$ cat config.mk
export PLATFORM = sky130hd
export DESIGN_NAME = bit_serializer
export DESIGN_NICKNAME = d
export VERILOG_FILES = /design/src/rtl/bit_serializer.sv
export SDC_FILE = /design/constraint.sdc
export NUM_CORES = 1
export LEC_CHECK = 0
export CAP_MARGIN = 30
export CORE_MARGIN = 1.5
export CORE_UTILIZATION = 45
export DETAILED_ROUTE_END_ITERATION = 12
export PLACE_DENSITY_LB_ADDON = 0.2
export SLEW_MARGIN = 10
export SYNTH_ARGS = -nofsm -noshare
export SYNTH_HDL_FRONTEND = slang
export SYNTH_SLANG_ARGS = --single-unit
$ cat constraint.sdc
create_clock -name clk -period 2.5 [get_ports clk]
set_input_delay 0.5 -clock clk [delete_from_list [all_inputs] [get_ports clk]]
set_output_delay 0.5 -clock clk [all_outputs]
set_load 0.1 [all_outputs]
$ cat src/rtl/bit_serializer.sv
// LSB-first word serializer with a valid/ready bit handshake and a running
// count of accepted '1' bits; done holds until start is seen low.
module bit_serializer #(
  parameter int WIDTH = 8
) (
  input  logic                       clk,
  input  logic                       reset,
  input  logic                       start,
  input  logic [WIDTH-1:0]           load_data,
  input  logic                       bit_ready,
  output logic                       bit_out,
  output logic                       bit_valid,
  output logic [$clog2(WIDTH+1)-1:0] ones_sent,
  output logic                       done,
  output logic [1:0]                 state_dbg
);

  localparam int IW = $clog2(WIDTH);
  localparam int CW = $clog2(WIDTH+1);

  typedef enum logic [1:0] {
    S_IDLE  = 2'd0,
    S_SHIFT = 2'd1,
    S_DONE  = 2'd2
  } state_t;

  state_t          state, state_next;
  logic [WIDTH-1:0] shift_reg, shift_next;
  logic [IW-1:0]    bit_idx, idx_next;
  logic [CW-1:0]    ones_cnt, ones_next;

  // Handshake: a bit transfers on a rising edge where bit_valid and bit_ready
  // are both 1; bit_valid never drops and bit_out never changes until then.
  always_ff @(posedge clk or negedge reset) begin
    if (!reset) begin
      state     <= S_IDLE;
      shift_reg <= '0;
      bit_idx   <= '0;
      ones_cnt  <= '0;
    end else begin
      state     <= state_next;
      shift_reg <= shift_next;
      bit_idx   <= idx_next;
      ones_cnt  <= ones_next;
    end
  end

  always_comb begin
    state_next = state;
    shift_next = shift_reg;
    idx_next   = bit_idx;
    ones_next  = ones_cnt;
    case (state)
      S_IDLE: begin
        if (start) begin
          shift_next = load_data;
          idx_next   = '0;
          ones_next  = '0;
          state_next = S_SHIFT;
        end
      end
      S_SHIFT: begin
        if (bit_ready) begin
          shift_next = shift_reg >> 1;
          idx_next   = bit_idx + IW'(1);
          ones_next  = ones_cnt + CW'(shift_reg[0]);
          // The shifted-out register is all zeros by the last bit, so it
          // also keeps bit_out low while idle or done.
          if (bit_idx == IW'(WIDTH-1)) state_next = S_DONE;
        end
      end
      S_DONE: begin
        if (!start) state_next = S_IDLE;
      end
      default: state_next = S_IDLE;
    endcase
  end

  assign bit_valid = (state == S_SHIFT);
  assign bit_out   = bit_valid & shift_reg[0];
  assign done      = (state == S_DONE);
  assign ones_sent = ones_cnt;
  assign state_dbg = state;

endmodule
; Yosys cells after proc, flatten, opt, wreduce, memory -nomap -nowiden
; Index checks and enable logic that the tools add are counted.
[totals]
inputBits = 12
ff_bits = 17
wordCells = 32
output_inout_bits = 9
[classes]
n_mux = 14
addsub = 2
n_bitwise = 1
eq_ne = 7
reduce_logical = 4
[ops]
columns = op, count
row1 = $mux 8, 2
row2 = $pmux 8 s2, 1
row3 = $mux 2, 4
row4 = $mux 4, 2
row5 = $pmux 4 s2, 1
row6 = $mux 3, 2
row7 = $ne 2x2->1 const B, 3
row8 = $pmux 2 s3, 1
row9 = $pmux 3 s2, 1
row10 = $add 4x1->4, 1
row11 = $reduce_and 4->1, 1
row12 = $add 3x1->3 const B, 1
row13 = $eq 3x3->1 const B, 1
row14 = $reduce_and 3->1, 1
row15 = $eq 2x1->1 const B, 1
row16 = $eq 2x2->1 const B, 1
row17 = $logic_not 2->1, 1
row18 = $ne 2x1->1 const B, 1
row19 = $reduce_bool 2->1, 1
row20 = $and 1x1->1, 1

; Logic depth before layout (Yosys ltp)
[depth]
depth_word = 4
depth_mapped = 6
depth_no_buf = 5

; Worst setup path after synthesis
; No wires, ideal clock.
[synth_path]
kind = register to output
startpoint = register state[0] (netlist: state_dbg[0])
endpoint = output port bit_out
path_stages_with_launch = 6
path_slack_ns = -0.654
arrival_ns = 2.654
required_time_ns = 2.000
cell_sequence = dfrtp_1 buf_4 nand2b_1 buf_6 inv_2 and2_1
[synth_between]
elab_chain_len = 2
[synth_rtl]
columns = item, line
row1 = start: declaration, 27  ; state_t state, state_next;
row2 = start signal: assignment, 41  ; state <= state_next;
row3 = $eq 2x1->1, 79  ; assign bit_valid = (state == S_SHIFT);
row4 = named net bit_valid, 12  ; output logic bit_valid,
row5 = $and 1x1->1, 80  ; assign bit_out = bit_valid & shift_reg[0];
row6 = end: declaration, 11  ; output logic bit_out,
; The timed path passes the listed nets, and every way through them passes these cells.

; Final worst setup path
[layout_path]
startpoint = register state[1] (netlist: state_dbg[1])
endpoint = output port bit_out
[layout_between]
elab_chain_len = 2
[layout_rtl]
columns = item, line
row1 = $eq 2x1->1, 79
row2 = $and 1x1->1, 80
; Every way passes these cells.

==> summary by stage <==
Outcome
The run finished with clean final reports.

CTS
Clock tree synthesis selected as its root buffer the cell clkbuf_4. The number of clock buffers inserted by TritonCTS is 3. After clock tree synthesis, the repair step resized 0 gates.

The clock passes through at most 2 buffers. The number of buffers inserted by hold repair at cts is 0. The sink count of the clock tree is 17. After clock tree synthesis, the clock-pin slew on the worst setup and hold paths is about 0.10 ns. TritonCTS built the clock tree. CTS built an H-tree with a depth of 1. The post-CTS setup buffer count is 0.

The later pin in the worst-skew pair is clocked with a latency of approximately 0.28 ns.

Timing
The worst pin sits at a relative slew slack of between 70 and 80%. The slew at the pin closest to its max-slew limit is ~0.34 ns. The number of setup violations in the final report is 0. The final-report max-slew violation count is 0.

Dividing the final minimum period by the clock period gives 81.3%. The total count of hold-check failures in the final report is 0. The worst path in the final design needs a cycle of 2.03 ns, including I/O delays and setup. The post-route clock skew is 0.00365 ns. The highest achievable clock rate is ~490 MHz. In the final timing run, aggregate negative setup slack is 0 ns. Setup repair after global routing left no endpoint under its margin.

Worst setup path
The peak fanout along the critical path is 16. The worst register-to-register path begins at state_dbg[1]. The most critical setup path has its startpoint at state_dbg[1]. At the worst endpoint, the required time is ~2.0 ns.

The critical path start-end classification is reg -> out. The worst setup path is captured at an output pin. The launching element type of the critical path is a register.

The setup slack on the worst flop-to-flop path is 0.91 ns. At the worst endpoint, the arrival time is around 1.5 ns.

Cells and area
The number of filler instances in the final layout is between 150 and 200. The post-layout instance count excluding filler cells is approximately 130. The repair_antennas step left the layout with diodes totalling 0.

The footprint of the flip-flops and latches is about 430 µm². The number of flip-flops in the largest register is 8. Compared with the post-synthesis result, the final layout area differs by 27.2%. The final net count is ~120. In the final layout, the share of cells above drive strength 1 is between 30% and 40%. The area used by multi-input combinational logic is approximately 500 µm².

Power and ir drop
For this design the ratio of total power to cell area is ~1300 mW/mm². The total net switching power is approximately 0.72 mW. The worst vdd rail ir drop is around 0.58 mV.

Sequential cells account for 30.7% of the total power. The relative contribution of the clock network to total power is 9.5%. In this run switching power makes up between 40% and 50% of total power. In this run the static leakage power is between 0.5 and 0.6 nW. The internal portion of the total power is about 0.81 mW. The share of total power in combinational logic is between 50% and 60%.

Detailed routing
In the routed design, unresolved DRC markers number 0. The first TritonRoute pass finished after 4 iterations. The number of DRC markers in iteration 0 is 13.

The aggregate routed wire length is around 1.7 mm. For this block, the via count after detailed routing is between 600 and 700. After detailed routing, the average wire length per cell comes to roughly 13 µm.

Dividing the detail-routed via count by the number of cells gives around 5.2. The count of nets left with antenna violations once routing finished came out at 0.

Global routing
The global-route wire length before repair is 2.97 mm. The number of antenna violations at the first check in global routing is 0. Entering global routing, the biggest net connects 18 pins. Global routing finished with a remaining overflow of 0. The number of global-route vias before repair was 620. Global routing consumed, over all layers together, approximately 16% of the routing resources.

Yosys
The number of nets produced by synthesis is 93. A synthesized cell averages between 10 and 15 µm². The sequential element share of the synthesized area is between 40% and 50%. Yosys printed 0 warnings. Summing every instance area after synthesis gives about 950 µm².

After synthesis the netlist holds a flip-flop and latch count of 17. The post-synthesis cell count is 77. In this run, distinct cell masters in the synthesized netlist total 27.

Placed design
In this run the tool buffered the top-level ports with 20 buffer cells. Including well taps, the total number of placed cells is between 100 and 150. Once detailed placement completed, the half-perimeter wirelength came to between 1 and 1.5 mm. The global placement routability congestion is approximately 0.73.

Floorplanning
The effective utilization at floorplan is 48.1%. Measured along the y axis, the die boundary spans 49.0 µm. The die outline area is 0.00240 mm². In this run the horizontal extent of the chip is ~49 µm. The standard-cell row count is 16. The number of I/O pins is 21.

The floorplan core area is about 0.0020 mm².

Run
The number of violations of the max-capacitance limit is 0.

Worst hold path
The type of the tightest min-delay check is in -> async.
## cells by family after synthesis
group	Yosys count	synth area share, %
AOI/OAI and AO/OA	17	11.8
and+or+nand+nor	17	9.06
DFF	17	44.6
muxes	16	25.6
buffers and inverters	6	3.67
adders and majority gates	4	5.25
## cell usage after synthesis
cell type	instances	share of area, %
nand2b_1	1	0.66
a32o_1	1	1.0
nand2_1	8	3.1
mux2i_4	1	2.4
inv_2	1	0.39
clkbuf_2	1	0.52
mux2_2	1	1.2
mux2_4	14	22
clkbuf_1	1	0.39
and2_1	1	0.66
a31oi_1	1	0.66
a22o_1	1	0.92
nor2_1	1	0.39
a2bb2oi_1	1	0.92
ha_1	4	5.2
o311ai_0	1	0.92
o21bai_1	1	0.79
inv_1	1	0.39
nand3_1	2	1.0
o21ai_0	8	4.2
buf_6	1	1.2
buf_4	1	0.79
o31ai_1	3	2.4
nor2b_1	2	1.3
dfrtp_1	17	45
nand4_1	1	0.66
nor2_4	1	1.2
## layout make-up
cell class              count  share of cell area (%)
clock buffers               3                    1.86
multi-input cells          54                    41.1
inverters                   2                   0.619
flip-flops and latches     17                    35.3
well taps                  27                    2.79
repair buffers             22                    18.0
clock inverters             1                   0.413
## per-layer routing
| metal | vias to the layer above | track usage (%) | share of wire, % |
|---|---|---|---|
| li1 | 325 | - | - |
| met4 | 0 | 5.71 | 0.89 |
| met3 | 2 | 3.99 | 4.2 |
| met2 | 15 | 26.5 | 48 |
| met1 | 317 | 21.5 | 47 |
| met5 | - | 0 | 0 |
## placed cells by master, fill, tap and decap left out, drive strengths merged
master	n
a32o	1
clkbuf	3
clkdlybuf4s50	11
o21ai	8
mux2	15
nand2	8
nor2b	2
o311ai	1
nand2b	1
a31oi	1
nand3	2
a2bb2oi	1
nand4	1
and2	1
buf	11
mux2i	1
inv	2
o21bai	1
o31ai	3
dfrtp	17
ha	4
a22o	1
clkinv	1
nor2	2
## through the flow
| stage | util [%] | hold WS, ns | worst slack [ns] | area (µm²) | total power, mW |
|---|---|---|---|---|---|
| 2_1_floorplan | - | 0.204 | 0.0413 | 961 | 1.19 |
| 3_3_place_gp | 59.8 | 0.493 | 0.442 | 1180 | 1.38 |
| 3_5_place_dp | 59.8 | 0.499 | 0.389 | 1180 | 1.40 |
| 4_1_cts | 61.2 | 0.532 | 0.452 | 1210 | 1.54 |
| 5_1_grt | 61.2 | 0.548 | 0.392 | 1210 | 1.63 |
| 6_report | 61.2 | 0.529 | 0.467 | 1210 | 1.53 |
## worst max-delay path, cell delays in order (launching register included)
cell      delay (ns)
dfrtp_2         0.52
nand2b_1        0.21
inv_2           0.17
and2_4          0.18
buf_12          0.16
## path summary, 6_finish.rpt
kind,depth (start not counted),end
min in group clk,1,shift_reg[5]
max reg2reg,4,shift_reg[4]
min reg2reg,1,shift_reg[5]
max,4,bit_out
min,2,ones_sent[3]
max in group asynchronous,2,state_dbg[1]
## power groups by stage
stage | clock network [mW] | logic, mW | registers, mW
floorplan | 0 | 0.521 | 0.668
global placement | 0 | 0.915 | 0.468
detailed placement | 0 | 0.926 | 0.473
CTS | 0.151 | 0.924 | 0.469
global route | 0.163 | 0.981 | 0.485
finish | 0.145 | 0.916 | 0.470
Note: power is estimated with default switching activity, not from simulation.
